===== config.mk =====
export PLATFORM = sky130hd
export DESIGN_NAME = pattern_player_ctrl
export DESIGN_NICKNAME = d
export VERILOG_FILES = /design/src/rtl/pattern_player_ctrl.sv
export SDC_FILE = /design/constraint.sdc
export NUM_CORES = 1
export LEC_CHECK = 0
export BUFFER_PORTS_ARGS = -buffer_cell sky130_fd_sc_hd__clkbuf_2
export CAP_MARGIN = 20
export CORE_UTILIZATION = 56
export DETAILED_ROUTE_END_ITERATION = 6
export PLACE_DENSITY_LB_ADDON = 0.2
export SETUP_SLACK_MARGIN = 0.5
export SYNTH_ARGS = -nofsm -noshare
export SYNTH_HDL_FRONTEND = slang
export SYNTH_SLANG_ARGS = --single-unit

===== constraint.sdc =====
create_clock -name clk_50 -period 3.6 [get_ports clk_50]
set_clock_uncertainty 0.15 [all_clocks]
set_input_delay 0.18 -clock clk_50 [delete_from_list [all_inputs] [get_ports clk_50]]
set_output_delay 0.18 -clock clk_50 [all_outputs]
set_load 0.02 [all_outputs]

===== src/rtl/pattern_player_ctrl.sv =====
// ---------------------------------------------------------------------------
// pattern_player_ctrl
//
// Plays LED patterns stored in the pattern memory. The current sequence
// number and step index form the read address. Each fetched word supplies a
// 10-bit pattern, a hold time counted in throttle ticks, and an
// end-of-sequence flag. The debounced up/down buttons select the sequence,
// and run pauses or resumes playback. Everything runs in the clk_50 domain.
//
// Ports
//   clk_50       in   system clock
//   reset        in   synchronous reset, active-low
//   tick         in   1-cycle step-pacing strobe
//   pb_seq_up    in   debounced level; a rising edge selects the next sequence
//   pb_seq_dn    in   debounced level; a rising edge selects the previous one
//   run          in   1 = play, 0 = pause
//   mem_q        in   memory read data
//   mem_rd       out  read strobe, one cycle per fetch
//   mem_addr     out  {seq_num, step}, registered
//   pattern      out  current LED pattern
//   pattern_stb  out  1-cycle pulse when pattern updates
//   seq_num      out  current sequence
//   step         out  current step
// ---------------------------------------------------------------------------
module pattern_player_ctrl #(
    parameter int SEQ_W  = 6,
    parameter int STEP_W = 4,
    parameter int DATA_W = 16,
    parameter int RD_LAT = 1
) (
    input  logic                    clk_50,
    input  logic                    reset,
    input  logic                    tick,
    input  logic                    pb_seq_up,
    input  logic                    pb_seq_dn,
    input  logic                    run,
    input  logic [DATA_W-1:0]       mem_q,
    output logic                    mem_rd,
    output logic [SEQ_W+STEP_W-1:0] mem_addr,
    output logic [9:0]              pattern,
    output logic                    pattern_stb,
    output logic [SEQ_W-1:0]        seq_num,
    output logic [STEP_W-1:0]       step
);

    localparam logic [1:0] S_IDLE  = 2'd0;
    localparam logic [1:0] S_FETCH = 2'd1;
    localparam logic [1:0] S_WAIT  = 2'd2;
    localparam logic [1:0] S_HOLD  = 2'd3;

    localparam logic [1:0] LAT = RD_LAT[1:0];

    logic [1:0]              state_q, state_d;
    logic [SEQ_W-1:0]        seq_q, seq_d;
    logic [STEP_W-1:0]       step_q, step_d;
    logic [9:0]              pattern_q, pattern_d;
    logic                    stb_q, stb_d;
    logic [SEQ_W+STEP_W-1:0] addr_q, addr_d;
    logic [3:0]              hold_q, hold_d;
    logic                    eos_q, eos_d;
    logic [1:0]              lat_q, lat_d;
    logic                    up_q, dn_q;

    logic up_edge, dn_edge, seq_chg;

    // Bit 14 and any bits above 15 carry no meaning for playback.
    logic unused_mem_bits;
    assign unused_mem_bits = ^{mem_q[14], mem_q[DATA_W-1:15]};

    assign up_edge = pb_seq_up & ~up_q;
    assign dn_edge = pb_seq_dn & ~dn_q;
    // Simultaneous up and down edges cancel out.
    assign seq_chg = up_edge ^ dn_edge;

    always_comb begin
        // NOTE: every variable gets a default before any branch, so no path
        // leaves it unassigned and no latch is inferred.
        state_d   = state_q;
        seq_d     = seq_q;
        step_d    = step_q;
        pattern_d = pattern_q;
        stb_d     = 1'b0;
        addr_d    = addr_q;
        hold_d    = hold_q;
        eos_d     = eos_q;
        lat_d     = lat_q;

        if (seq_chg) begin
            // A sequence change overrides a same-cycle tick or data capture;
            // an outstanding read is simply never captured.
            seq_d   = up_edge ? seq_q + 1'b1 : seq_q - 1'b1;
            step_d  = '0;
            state_d = run ? S_FETCH : S_IDLE;
        end else if (!run) begin
            // Pausing abandons any read; resuming refetches the current step.
            state_d = S_IDLE;
        end else begin
            case (state_q)
                S_IDLE: state_d = S_FETCH;
                S_FETCH: begin
                    state_d = S_WAIT;
                    lat_d   = 2'd1;
                end
                S_WAIT: begin
                    if (lat_q == LAT) begin
                        pattern_d = mem_q[9:0];
                        hold_d    = (mem_q[13:10] == 4'd0) ? 4'd1 : mem_q[13:10];
                        eos_d     = mem_q[15];
                        stb_d     = 1'b1;
                        state_d   = S_HOLD;
                    end else begin
                        lat_d = lat_q + 2'd1;
                    end
                end
                S_HOLD: begin
                    if (tick) begin
                        if (hold_q <= 4'd1) begin
                            step_d  = (eos_q || step_q == '1) ? '0 : step_q + 1'b1;
                            state_d = S_FETCH;
                        end else begin
                            hold_d = hold_q - 4'd1;
                        end
                    end
                end
                default: state_d = S_IDLE;
            endcase
        end

        // The address is latched on entry to FETCH and stays put through WAIT.
        if (state_d == S_FETCH) begin
            addr_d = {seq_d, step_d};
        end
    end

    // NOTE: reset is sampled only on the clock edge, so it does not appear in
    // the sensitivity list; state updates use non-blocking assignments so all
    // registers see the values from before the edge.
    always_ff @(posedge clk_50) begin
        if (!reset) begin
            state_q   <= S_IDLE;
            seq_q     <= '0;
            step_q    <= '0;
            pattern_q <= '0;
            stb_q     <= 1'b0;
            addr_q    <= '0;
            hold_q    <= '0;
            eos_q     <= 1'b0;
            lat_q     <= '0;
            up_q      <= 1'b0;
            dn_q      <= 1'b0;
        end else begin
            state_q   <= state_d;
            seq_q     <= seq_d;
            step_q    <= step_d;
            pattern_q <= pattern_d;
            stb_q     <= stb_d;
            addr_q    <= addr_d;
            hold_q    <= hold_d;
            eos_q     <= eos_d;
            lat_q     <= lat_d;
            up_q      <= pb_seq_up;
            dn_q      <= pb_seq_dn;
        end
    end

    assign mem_rd      = (state_q == S_FETCH);
    assign mem_addr    = addr_q;
    assign pattern     = pattern_q;
    assign pattern_stb = stb_q;
    assign seq_num     = seq_q;
    assign step        = step_q;

endmodule


==> qor.csv, run 1 <==
metric,value,unit
outcome,"finished, final reports clean",
DR pass1 iterations,4,
Placed Cells,312,
Rel. slew slack,54.0,%
Final Hold Viols,0,
Int Pwr,736,uW
first-pass GRT wire length,7.11,mm
setup ws final,925,ps
Final Cycle Share,74.3,%
Lkg Pwr,0.00120,uW
CTS resizes,0,
ys flop type,dfxtp_1,
final setup fails,0,
crit path DAT,2750,ps
Logic pwr share,23.6,%
Seq cells post-synth,42,
post-synthesis sequential area ratio,40.3,%
chip width,63.1,um
maxcap violations,0,
Cells after Synth,224,
sw power,337,uW
CP Class,in -> reg,
Cell Pwr Density,418,nW/um^2
"Distinct cells, synth",52,
"area leader, netlist",dfxtp_1,
worst-path fanout max,16,
routability cong.,0.835,
GRT Resource Usage Total,22.9,%
hpwl dp,2.82,mm
CTS tree,done,
initial antenna violation count,0,
sequential share of power,48.0,%
vias in the first global route,1624,
"slowest stage delay, CP",560,ps
data required time of the worst path,3680,ps
ys async rst share,0,%
P&R area growth vs syn,23.0,%
Root Buffer,clkbuf_8,
detail-routed via count per cell,5.40,
Clock power frac,28.5,%
GRT met3 Usage,5.62,%
Setup crit start kind,input pin,
deepest clock path buffer count,2,
Final #Nets,317,
H-tree depth,2,
peak-usage layer in the global routing report,met2,
Mapped Nets,255,
Die H,63.1,um
# port buffers,52,
I/O pins,54,
sw frac,31.4,%
Initial Utilization,60.7,%
met1 Resource Use GR,27.0,%
crit path time final,2670,ps
total power,1070,uW
unrepaired setup endpoints after global routing,false,
Rows,21,
"CTS clk-pin slew, worst paths",80,ps
post-synth top area share,40.3,%
CTS Sinks,42,
M2 GR Usage,39.2,%
Initial DRC Count,146,
CP endpoint kind,register,
Peak VDD IR,364,uV
most instantiated library cell after synthesis,dfxtp_1,
ANT cells,0,
largest net degree at the start of global routing,26,
DP Worst Slack,1160,ps
Syn Area/Cell,9.32,um^2
final slew viol count,0,
worst slew pin tran,689,ps
Yosys warnings,0,
clk_lat worst skew,300,ps
share of cells above drive strength 1,25.1,%
top post-synthesis cells by count,"42 x dfxtp_1, 27 x nor2_1, 19 x nand2_1, 17 x mux2i_1, 10 x o21ai_0",
CTS buffer count,5,
core area,3440,um^2
worst hold slack,74.1,ps
Detail Route Antenna Nets,0,
GRT overflow,0,
critical path's slowest cell,nor2b_1,
"EDFF count, synth",0,
setup TNS,0,ps
maximum clock rate,0.374,GHz
Tightest Hold Check Type,in -> reg,
total routed wirelength,4.25,mm
Die ar.,3980,um^2
post-detailed-route wirelength per cell,12.8,um
final cell count without fillers,333,
DRC,0,
via count,1798,
cell chain of the critical path,"dlygate4sd3_1, clkbuf_2, nor2b_1, xor2_4, o2111ai_2, or3_1, a31oi_1",
Mapped Area,2090,um^2
Area contributors post-synth,"dfxtp_1 40%, mux2i_1 8.1%, nor2_1 4.9%, ha_1 4.8%, nand2_1 3.4%",
-- metrics by stage --
stage | util, % | area, um^2
2_1_floorplan | - | 2090
3_3_place_gp | 68.2 | 2350
3_5_place_dp | 68.2 | 2350
4_1_cts | 74.6 | 2570
5_1_grt | 74.6 | 2570
6_report | 74.6 | 2570
-- final timing paths --
check	start	endpoint	slack (ps)	depth (start not counted)
worst max register to register	up_q	mem_addr[9]	1150	7
worst min-delay path	mem_q[13]	hold_q[3]	70	3
worst min register to register	lat_q[1]	lat_q[1]	310	2
worst max-delay path	pb_seq_dn	hold_q[0]	930	7
-- worst max-delay path, delay by kind of cell --
kind / cells / cell delay [ps]
buf+inv: 2 / 630
compound gates: 2 / 480
xor+xnor: 1 / 480
simple gates: 2 / 970
-- cell families (layout without fill, tap and decap cells) --
family / count (synthesis) / after routing / share of synthesized area [%]
muxes: 18 / 18 / 8.69
adders and majority gates: 9 / 9 / 5.75
AOI/OAI and AO/OA: 50 / 50 / 17.9
xor gates and xnor gates: 5 / 5 / 3.00
and+or+nand+nor: 81 / 81 / 19.7
buffers and inverters: 19 / 82 / 4.73
DFF: 42 / 42 / 40.3
-- layout by cell type, fill, tap and decap left out, types with 2 or more instances in the layout --
cell,instances
xor2_1,2
o32ai_1,2
buf_4,2
o211ai_1,2
or3_1,3
nor3b_1,2
nand2_1,19
nor3_1,5
nand3_1,4
dfxtp_1,42
mux2i_1,17
and3_1,2
o21ai_0,10
nor2_1,27
a21o_1,3
a2111oi_0,2
nand4b_1,2
and2_1,5
a31oi_1,4
clkbuf_2,52
inv_1,6
xnor2_1,2
nor2b_1,5
a21oi_1,7
a211oi_1,5
dlygate4sd3_1,13
ha_1,8
nand2b_1,2
clkbuf_8,5
o211a_1,2
-- power groups by stage --
stage | registers, uW | clock network [uW] | logic (uW)
after floorplan | 553 | 0 | 154
after global placement | 526 | 0 | 237
after detailed placement | 526 | 0 | 241
after CTS | 515 | 312 | 253
after global routing | 520 | 329 | 282
final | 515 | 306 | 253
-- cell type report --
| type | count | area (um^2) |
|---|---|---|
| clock buffer | 5 | 68.8 |
| tap | 46 | 57.6 |
| multi-input combinational | 163 | 1150 |
| timing repair buffer | 67 | 405 |
| clock inverter | 3 | 21.3 |
| fill | 275 | 873 |
| inverter | 7 | 26.3 |
| sequential | 42 | 841 |
-- layer usage --
metal	vias to the layer above	routed length, um	share of wire [%]
met5	-	0	0
met1	818	1930	45
met3	10	188	4.4
met2	45	2040	48
li1	925	-	-
met4	0	86	2.0
-- registers in the layout, indices dropped and copies added (netlist names) --
name	cells
dn_q	1
eos_q	1
hold_q	4
lat_q	2
mem_addr	10
pattern	10
pattern_stb	1
seq_num	6
state_q	2
step	4
up_q	1
-- timing repair --
action,in CTS,in global routing
setup endpoints to repair,0,0
buffers inserted,0,0
hold buffers,13,0
endpoints found under the hold margin,13,0
Note: power is estimated with default switching activity, not from simulation.
==> run 2: changes to the inputs <==
--- a/config.mk
+++ b/config.mk
@@ -7,7 +7,7 @@
 export LEC_CHECK = 0
 export BUFFER_PORTS_ARGS = -buffer_cell sky130_fd_sc_hd__clkbuf_2
 export CAP_MARGIN = 20
-export CORE_UTILIZATION = 56
+export CORE_UTILIZATION = 52
 export DETAILED_ROUTE_END_ITERATION = 6
 export PLACE_DENSITY_LB_ADDON = 0.2
 export SETUP_SLACK_MARGIN = 0.5
==> constraint.sdc (replaced) <==
create_clock -name clk_50 -period 2.7 [get_ports clk_50]
set_clock_uncertainty 0.15 [all_clocks]
set_input_delay 0.135 -clock clk_50 [delete_from_list [all_inputs] [get_ports clk_50]]
set_output_delay 0.135 -clock clk_50 [all_outputs]
set_load 0.02 [all_outputs]
==> run 2 against run 1 <==
  * Utilization shrank 1.7 points
  * Worst hold slack got worse by 45 ps
  * Global-route usage fell by 0.45 points
  * Clock power is 95% higher
  * Total power up 55%
  * First-iteration DRC count fell by 59%
  * Die area rose by 7.4%
  * Cell area is 6.2% higher
==> qor.csv, run 2 (synthesis results as in run 1) <==
metric,value,unit
outcome,"finished, final reports clean",
Setup crit start kind,register,
hpwl dp,2.95,mm
Min-Delay Startpoint,mem_q[13],
CTS tree,done,
Worst R2R Start,hold_q[0],
largest net degree at the start of global routing,25,
crit path DAT,2170,ps
vias in the first global route,1689,
clk_lat worst skew,300,ps
"commonest non-fill, non-tap cells in the layout","52 x clkbuf_2, 42 x dfxtp_1, 27 x nor2_1",
Cell Pwr Density,608,nW/um^2
worst slew pin tran,539,ps
chip width,65.4,um
maxcap violations,0,
data required time of the worst path,2780,ps
Root Buffer,clkbuf_8,
DR pass1 iterations,4,
Lkg Pwr,0.00128,uW
worst-path fanout max,5,
"CTS clk-pin slew, worst paths",80,ps
final slew viol count,0,
setup TNS,0,ps
share of cells above drive strength 1,28.6,%
Rows,22,
Finished Core Util,72.9,%
Crit. Startpoint,hold_q[0],
CP Capture Point,mem_addr[9],
via count,1853,
Die H,65.4,um
Placed Cells,317,
core area,3740,um^2
Worst R2R Path Depth,7,
P&R area growth vs syn,30.7,%
GRT overflow,0,
total routed wirelength,4.43,mm
reg2reg end,mem_addr[9],
CTS buffer count,5,
routability cong.,0.805,
Final Hold Viols,0,
Final Cycle Share,77.6,%
Initial DRC Count,60,
ANT cells,0,
initial antenna violation count,0,
Initial Utilization,55.8,%
H-tree depth,2,
Peak VDD IR,432,uV
detail-routed via count per cell,5.37,
unrepaired setup endpoints after global routing,false,
crit path time final,2090,ps
I/O pins,54,
deepest clock path buffer count,2,
CTS Sinks,42,
final setup fails,0,
GRT Resource Usage Total,22.4,%
# port buffers,52,
final cell count without fillers,345,
Final #Nets,327,
Tightest Hold Check Type,in -> reg,
Die ar.,4270,um^2
first-pass GRT wire length,7.33,mm
CP Class,reg -> reg,
maximum clock rate,0.477,GHz
Reg2Reg Setup Slack,610,ps
Rel. slew slack,63.8,%
"leading cell type in the layout, fill and taps excluded",clkbuf_2,
CP endpoint kind,register,
post-detailed-route wirelength per cell,12.8,um
Detail Route Antenna Nets,0,
DRC,0,
## run 2: cell count changes in the layout (fill, tap and decap cells not counted), sizes merged
cell      previous run  this run
bufinv               0         2
clkinv               3         2
clkinvlp             1         0
buf                  2        12
## run 2: final cells by class
class                      instances  area (um^2)
multi-input combinational        163         1170
clock inverter                     3         68.8
fill                             315         1010
inverter                           7         26.3
timing repair buffer              77          493
tap                               48         60.1
sequential                        42          841
clock buffer                       5         68.8
## run 2: worst max-delay path: stages (launching register included)
cell       delay (ps)
dfxtp_1           350
inv_1              70
ha_1              190
nor2_1             90
o32a_1            400
a2111oi_0         550
nand3_1           130
o211ai_1          100
## run 2: worst min-delay path by stage
stage | endpoint | depth (start not counted)
after floorplan | dn_q | 1
after global placement | dn_q | 2
after detailed placement | dn_q | 2
after CTS | hold_q[3] | 3
after global routing | hold_q[3] | 3
final | hold_q[3] | 3
## run 2: report_power, final
part	internal, uW	switching, uW	leakage [uW]
Clock	370	225	0.0000683
Sequential	657	33.7	0.000342
Combinational	168	204	0.000866
## run 2: timing repair
action,in CTS,in global routing
hold endpoints to repair,13,0
pin swaps,2,0
hold buffers,13,0
endpoints found under the setup margin,4,3
gates resized for setup,2,3
setup buffers,3,4
## run 2: layer usage
metal	vias to the layer above	GRT usage, %	wire [um]
li1	941	-	-
met1	863	25.3	1990
met4	0	10.1	76
met2	43	39.6	2160
met5	-	0	0
met3	6	5.56	201
## run 2: through the flow
step	hold slack, ps	setup slack (ps)	total power, uW	area, um^2
final	29.1	606	1660	2730
after global routing	16.4	499	1740	2730
after CTS	14.2	504	1650	2680
after detailed placement	209	423	1030	2370
after global placement	201	460	1020	2370
after floorplan	107	701	942	2090
